--- src/rtl/div_issue_ctrl.sv ---
// EX-stage issue controller for the multi-cycle divider: latches operands, holds the
// divider enable and stalls the pipe until the result is captured into HI/LO.
module div_issue_ctrl #(
  parameter int DIV_LATENCY = 17,
  parameter int TIMEOUT     = 32
) (
  input  logic        clk,
  input  logic        rst,
  input  logic        ex_div_valid,
  input  logic        ex_signed,
  input  logic [31:0] ex_a,
  input  logic [31:0] ex_b,
  input  logic        flush,
  input  logic        pipe_adv,
  output logic        div_ena,
  output logic        div_signed,
  output logic [31:0] div_a,
  output logic [31:0] div_b,
  input  logic        div_ready,
  input  logic [63:0] div_res,
  output logic        div_stall,
  output logic [31:0] hi,
  output logic [31:0] lo,
  output logic        hilo_we,
  output logic        div_timeout
);

  localparam int CW = $clog2(TIMEOUT + 1);

  if (TIMEOUT <= DIV_LATENCY) begin : g_bad_timeout
    $error("div_issue_ctrl: TIMEOUT must exceed DIV_LATENCY");
  end

  typedef enum logic [1:0] {IDLE, BUSY, DONE} state_t;

  state_t        state, state_next;
  logic [CW-1:0] cnt;
  logic          issue;
  logic          capture;
  logic          timeout_hit;

  always_comb begin
    state_next  = state;
    issue       = 1'b0;
    capture     = 1'b0;
    timeout_hit = 1'b0;
    case (state)
      IDLE: begin
        if (ex_div_valid && !flush) begin
          issue      = 1'b1;
          state_next = BUSY;
        end
      end
      BUSY: begin
        // flush wins over a simultaneous ready or timeout: nothing is captured
        if (flush) begin
          state_next = IDLE;
        end else if (div_ready) begin
          capture    = 1'b1;
          state_next = DONE;
        end else if (cnt == CW'(TIMEOUT - 1)) begin
          capture     = 1'b1;
          timeout_hit = 1'b1;
          state_next  = DONE;
        end
      end
      DONE: begin
        if (flush || pipe_adv) state_next = IDLE;
      end
      default: state_next = IDLE;
    endcase
  end

  assign div_ena   = (state == BUSY);
  assign div_stall = issue || (state == BUSY);
  assign hilo_we   = (state == DONE) && pipe_adv && !flush;

  always_ff @(posedge clk or posedge rst) begin
    if (rst) begin
      state       <= IDLE;
      cnt         <= '0;
      div_signed  <= 1'b0;
      div_a       <= '0;
      div_b       <= '0;
      hi          <= '0;
      lo          <= '0;
      div_timeout <= 1'b0;
    end else begin
      state <= state_next;
      if (issue) begin
        div_signed <= ex_signed;
        div_a      <= ex_a;
        div_b      <= ex_b;
        cnt        <= '0;
      end else if (state == BUSY && cnt != CW'(TIMEOUT)) begin
        cnt <= cnt + 1'b1;
      end
      if (capture) begin
        hi <= div_res[63:32];
        lo <= div_res[31:0];
      end
      if (timeout_hit) div_timeout <= 1'b1;
    end
  end

endmodule

--- config.mk ---
export PLATFORM = sky130hd
export DESIGN_NAME = div_issue_ctrl
export DESIGN_NICKNAME = d
export VERILOG_FILES = /design/src/rtl/div_issue_ctrl.sv
export SDC_FILE = /design/constraint.sdc
export NUM_CORES = 1
export LEC_CHECK = 0
export ABC_AREA = 1
export BUFFER_PORTS_ARGS = -buffer_cell sky130_fd_sc_hd__buf_4
export CAP_MARGIN = 20
export CORE_MARGIN = 5
export CORE_UTILIZATION = 34
export DETAILED_ROUTE_END_ITERATION = 10
export HOLD_SLACK_MARGIN = 0.02
export PLACE_DENSITY = 0.73
export REMOVE_ABC_BUFFERS = 1
export SYNTH_ARGS = -nofsm -noshare
export SYNTH_HDL_FRONTEND = slang
export SYNTH_SLANG_ARGS = --single-unit
--- constraint.sdc ---
create_clock -name clk -period 5 [get_ports clk]
set_input_delay 1 -clock clk [delete_from_list [all_inputs] [get_ports clk]]
set_output_delay 1 -clock clk [all_outputs]
set_load 0.005 [all_outputs]
==> results of run 1 <==
## metrics by stage
step | std cells | hold WS [ns] | power [mW]
after floorplan | 596 | 0.457 | 1.84
after global placement | 1083 | 0.455 | 2.42
after detailed placement | 1084 | 0.459 | 2.44
after CTS | 1116 | 0.473 | 3.70
after global routing | 1118 | 0.449 | 3.86
final | 1118 | 0.467 | 3.65
## state kept, by name (all words and copies together), names as in the netlist
name,flops
lo,32
div_b,32
div_timeout,1
div_a,32
state,2
cnt,6
div_signed,1
hi,32
## layout by cell type (no fill, tap or decap), drive strengths merged
master and count:
nand2 342, buf 274, dfrtp 138, nand3 77
inv 22, clkbuf 18, nor2 9, clkinv 6
nand4 4, o21ai 4, a21oi 2, ha 2
clkinvlp 2, bufinv 2
## logic make-up (layout without fill, tap and decap cells)
family | after synthesis | in the layout | share of synthesized area [%]
AO/OA/AOI/OAI | 6 | 6 | 0.608
adder cells (fa/ha/maj) | 2 | 2 | 0.450
buffers and inverters | 55 | 324 | 5.56
flip-flops | 138 | 138 | 62.1
AND/OR/NAND/NOR | 432 | 432 | 31.3
## layer usage
layer / wire length [µm] / vias to the layer above / part of all wire [%]
met1: 6870 / 2347 / 42
met4: 163 / 0 / 0.99
met2: 8570 / 124 / 52
met5: 0 / - / 0
li1: - / 2476 / -
met3: 838 / 9 / 5.1
## worst max-delay path: cells and delay by family
kind	cells	cell delay (ns)
buf+inv	3	0.35
simple gates	2	0.83
## area by class of cell
cell class / count / area, µm² / area share (%)
sequential: 138 / 3450 / 41.6
timing repair buffer: 274 / 2100 / 25.3
multi-input combinational: 440 / 1820 / 21.9
clock buffer: 18 / 439 / 5.29
tap: 216 / 270 / 3.26
clock inverter: 14 / 144 / 1.73
inverter: 18 / 72.6 / 0.875
## power by group through the flow
stage          registers [mW]  logic, mW  clock network (mW)
3_5_place_dp             1.55      0.897                   0
3_3_place_gp             1.55      0.875                   0
6_report                 1.53      0.876                1.24
2_1_floorplan            1.56      0.280                   0
5_1_grt                  1.57      0.969                1.32
4_1_cts                  1.53      0.895                1.27
## worst min-delay path by stage
stage,startpoint,end,slack [ns],cells past startpoint
floorplan,div_timeout$_DFFE_PP0P_,div_timeout$_DFFE_PP0P_,0.46,2
global placement,lo[23]$_DFFE_PP0P_,lo[23]$_DFFE_PP0P_,0.45,2
detailed placement,hi[19]$_DFFE_PP0P_,hi[19]$_DFFE_PP0P_,0.46,2
CTS,hi[0]$_DFFE_PP0P_,hi[0]$_DFFE_PP0P_,0.47,2
global route,rst,hi[8]$_DFFE_PP0P_,0.45,2
finish,rst,hi[8]$_DFFE_PP0P_,0.47,2
==> results.toml, run 1 <==
[outcome]
status = "completed"

[synth]
async_flop_share_pct = 100
yosysMostFrequentCell = "nand2_1"
ys_warn_count = 0
synth-seq-area-share_pct = 62.1
synthCells = 633
synth_area_leaders = "dfrtp_1 (62%), nand2_1 (23%), nand3_1 (6.9%), buf_4 (1.8%), buf_2 (1.2%)"
synth.avg_cell_area_um2 = 8.78
synth_flop_cell = "dfrtp_1"
netlist.area_leader.share_pct = 62.1
synth_top_area_cell = "dfrtp_1"
synth_cell_type_count = 18
synth_common_cells = "nand2_1 (342), dfrtp_1 (138), nand3_1 (77)"
synth_edf_count = 0
ys_ff_latch = 138
netlist_area_um2 = 5560

[power_and_ir_drop]
clock_power_share_pct = 33.9
power_density_nw_per_um2 = 440
switching_share_pct = 28.3
combPwrFrac_pct = 24.0
vdd_drop_max_v = 0.000222
p_leak_nw = 4.65
switchingPower_mw = 1.03
intPower_mw = 2.62
power_frac_seq_pct = 42.1

[run]
max_cap_violations = 0

[place]
io_buffers = 267
place_ws_ns = 1.58
hpwlAfterDp_um = 11700
dpl_cell_area_um2 = 7670
routabilityCongestion = 0.838

[sta]
min_period_ns = 3.18
clock.fmax_mhz = 314
final_hold_viol_count = 0
finalSetupViolations = 0
rsz0062_at_grt = "no"
fin_crit_sh_pct = 63.7
slew_headroom_pct = 48.7
fin_worst_skew_ns = 0.00907
setup_slack_ns = 1.82
tightest_slew_ns = 0.768
finalMaxSlewViolations = 0
fin_tns_setup_ns = 0

[setup_path]
cp_data_required_time_ns = 4.00
cp_cell_sequence = "buf_4 > inv_1 > nand3_2 > nand2_1 > buf_4"
crit_path_end = "div_stall"
worstReg2RegEnd = "div_a[6]$_DFFE_PP0P_"
critPathSlowestCell = "nand3_2"
timing.rr.start = "state[1]$_DFFE_PP0P_"
cp_max_fo = 37
start_kind = "input pin"
startpoint = "flush"
arrival_ns = 2.18
rrSetupSlack_ns = 2.88
cp-end-kind = "output port"
crit_top_cell = "buf_4"
path_class = "input pin to output port"
r2r_cells = 6
slowest_delay_ns = 0.60

[floorplanning]
dieArea_um2 = 19000
die_x_um = 138
die_h_um = 138
start_util_pct = 34.9
core_area_um2 = 15900
io_pins = 268
rows = 46

[clocking]
postCtsSetupBuffers = 0
h-tree-depth = 4
cts_tree = "yes"
clock_path_buffers = 2
clk_latency_ns = 0.41
ctsRootBufferMaster = "clkbuf_16"
path_clk_slew_ns = 0.06
numCtsBuffers = 17
holdBufCountCts = 0
cts_sinks = 138
cts_resized = 0

[route]
drc_errors = 0
num_vias = 4956
wire_per_inst_um = 14.7
via_per_inst = 4.43
drt_pass1_iterations = 5
drt_iter0_drc = 310
antenna_left = 0
drt_wl_total_um = 16400

[cells_and_area]
final_nets = 1026
diodes = 0
final_util_pct = 52.0
n_fill_cell = 1511
drive_gt1_share_pct = 34.9
area_growth_pct = 49.3
stdcell_area_um2 = 8300

[global_route]
grt_pass1_wl_um = 25000
grt_max_degree = 107
met2_usage_pct = 27.6
antenna_found_initial = 0
grt-ovfl-total = 0
grt.busiest_layer = "met2"
grt_usage_pct = 16.8
grt_pass1_vias = 4712
grt_use_met3_pct = 4.43
met1_usage_pct = 22.1

[hold_path]
hold_path_class = "input pin to async pin"
Note: power is estimated with default switching activity, not from simulation.
==> inputs of run 2 (changes only) <==
- ABC_AREA: 1 -> 0
- PLACE_DENSITY: 0.73 -> 0.76
- clock period: 5 -> 2.9 ns (I/O delays scaled with it)
==> run 2 against run 1 <==
Die area down 3.2%. Synthesized area down 3.4%. Sequential power up 76%. Register-to-register slack worse by 2.0 ns. Synthesized cell count down 26%. Wire length down 13%. Power up 79%.
==> results.toml, run 2 <==
[outcome]
status = "completed"

[clocking]
numCtsBuffers = 17
ctsRootBufferMaster = "clkbuf_16"
holdBufCountCts = 0
postCtsSetupBuffers = 0
cts_sinks = 138
path_clk_slew_ns = 0.06
clk_latency_ns = 0.42
cts_resized = 0
clock_path_buffers = 2
cts_tree = "yes"
h-tree-depth = 4

[setup_path]
slowest_delay_ns = 0.69
startpoint = "state[0]$_DFFE_PP0P_"
cp_cell_sequence = "or4b_2 > nand2_1 > buf_4"
timing.rr.start = "cnt[0]$_DFFE_PP0P_"
cp-end-kind = "output port"
r2r_cells = 5
critPathSlowestCell = "or4b_2"
cp_num_buf_inv = 1
path_class = "flip-flop to output port"
rrSetupSlack_ns = 0.88
start_kind = "flip-flop"
cpLargestDelayFamily = "simple AND/OR/NAND/NOR gates"
worstReg2RegEnd = "lo[21]$_DFFE_PP0P_"
arrival_ns = 1.77
cp_max_fo = 8
cp_data_required_time_ns = 2.32

[floorplanning]
io_pins = 268
rows = 46
start_util_pct = 34.2
core_area_um2 = 15700
die_h_um = 136
die_x_um = 136
dieArea_um2 = 18400

[place]
routabilityCongestion = 0.754
io_buffers = 267
hpwlAfterDp_um = 10600
dpl_cell_area_um2 = 7600

[power_and_ir_drop]
power_frac_seq_pct = 41.1
intPower_mw = 4.82
switching_share_pct = 26.2
combPwrFrac_pct = 23.8
clock_power_share_pct = 35.1
p_leak_nw = 4.31
power_density_nw_per_um2 = 795
vdd_drop_max_v = 0.000349
total_power_mw = 6.54
switchingPower_mw = 1.71

[synth]
synth-seq-area-share_pct = 64.3
synth_flop_cell = "dfrtp_1"
synth_top_area_cell = "dfrtp_1"
ys_ff_latch = 138
ys_warn_count = 0
netlist_area_um2 = 5370
synth.avg_cell_area_um2 = 11.5
synth_edf_count = 0
netlist.area_leader.share_pct = 64.3
synth_common_cells = "nand2_1 (200), dfrtp_1 (138), mux2_2 (50)"
synthCells = 467
async_flop_share_pct = 100
synth_area_leaders = "dfrtp_1 (64%), nand2_1 (14%), mux2_2 (10%), mux2_1 (3.1%), buf_6 (0.84%)"
synth_cell_type_count = 34
yosysMostFrequentCell = "nand2_1"

[cells_and_area]
drive_gt1_share_pct = 48.2
final_nets = 874
layout_commonest_cell = "buf_4"
stdcell_area_um2 = 8230
diodes = 0
layout_common_cells = "buf_4 (272), nand2_1 (200), dfrtp_1 (138)"
area_growth_pct = 53.2

[sta]
rsz0062_at_grt = "no"
finalSetupViolations = 0
slew_headroom_pct = 52.3
finalMaxSlewViolations = 0
min_period_ns = 2.35
final_hold_viol_count = 0
fin_worst_skew_ns = 0.0134
clock.fmax_mhz = 426
fin_crit_sh_pct = 81.0
hold_ws_ns = 0.225
tightest_slew_ns = 0.716

[global_route]
grt_max_degree = 68
antenna_found_initial = 0
grt_pass1_vias = 4501
grt_usage_pct = 15.6
grt_pass1_wl_um = 22500
grt-ovfl-total = 0

[route]
drt_pass1_iterations = 5
antenna_left = 0
via_per_inst = 4.42
wire_per_inst_um = 14.9
drc_errors = 0
drt_iter0_drc = 163
num_vias = 4267
drt_wl_total_um = 14400

[hold_path]
hold_path_class = "input pin to async pin"

[run]
max_cap_violations = 0
==> run 2: kinds of logic (layout without fill, tap and decap cells) <==
| family | after synthesis | in the layout | synth area share, % |
|---|---|---|---|
| compound gates | 14 | 14 | 1.96 |
| fa+ha+maj | 2 | 2 | 0.466 |
| buf+inv | 28 | 310 | 2.80 |
| flops | 138 | 138 | 64.3 |
| mux | 66 | 66 | 13.8 |
| simple gates | 219 | 219 | 16.6 |
==> run 2: per-stage QoR <==
step / instances / util, % / TNS [ns] / setup WS (ns)
after floorplan: 444 / - / -247.51 / -1.38
after global placement: 934 / 48.4 / 0 / 0.717
after detailed placement: 934 / 48.4 / 0 / 0.698
after CTS: 965 / 52.3 / 0 / 0.543
after global routing: 965 / 52.3 / 0 / 0.456
final: 965 / 52.3 / 0 / 0.551
==> run 2: layout make-up <==
cell class	count	area [µm²]
fillers	1392	7490
flip-flops and latches	138	3450
well taps	216	270
inverters	5	23.8
multi-input cells	301	1770
repair buffers	274	2080
clock buffers	18	429
clock inverters	13	193
==> run 2: worst max-delay path by stage <==
stage	cells past startpoint	end	slack (ns)
after global placement	4	div_stall	0.72
after global routing	3	div_stall	0.46
after detailed placement	5	lo[21]$_DFFE_PP0P_	0.70
after floorplan	1	cnt[0]$_DFFE_PP0P_	-1.38
final	3	div_stall	0.55
after CTS	3	div_stall	0.54
==> run 2: metal layers <==
metal  track usage, %  vias up  routed length [µm]  share of wire [%]
met2             24.3      208                6710                 47
met5                0        -                   0                  0
met1             18.9     2001                5810                 40
li1                 -     2045                   -                  -
met4             5.66        0                 160                1.1
met3             7.58       13                1680                 12
==> run 2: worst reg2reg max path, cell delays in order (launching register included) <==
cell	delay (ns)
dfrtp_1	0.41
ha_1	0.23
nor2b_1	0.17
a31oi_4	0.41
buf_12	0.29
mux2_2	0.40
==> run 2: power groups by stage <==
| stage | combinational [mW] | sequential (mW) | clock (mW) |
|---|---|---|---|
| floorplan | 0.512 | 2.72 | 0 |
| global placement | 1.54 | 2.71 | 0 |
| detailed placement | 1.59 | 2.72 | 0 |
| CTS | 1.59 | 2.69 | 2.36 |
| global route | 1.72 | 2.75 | 2.46 |
| finish | 1.55 | 2.69 | 2.30 |
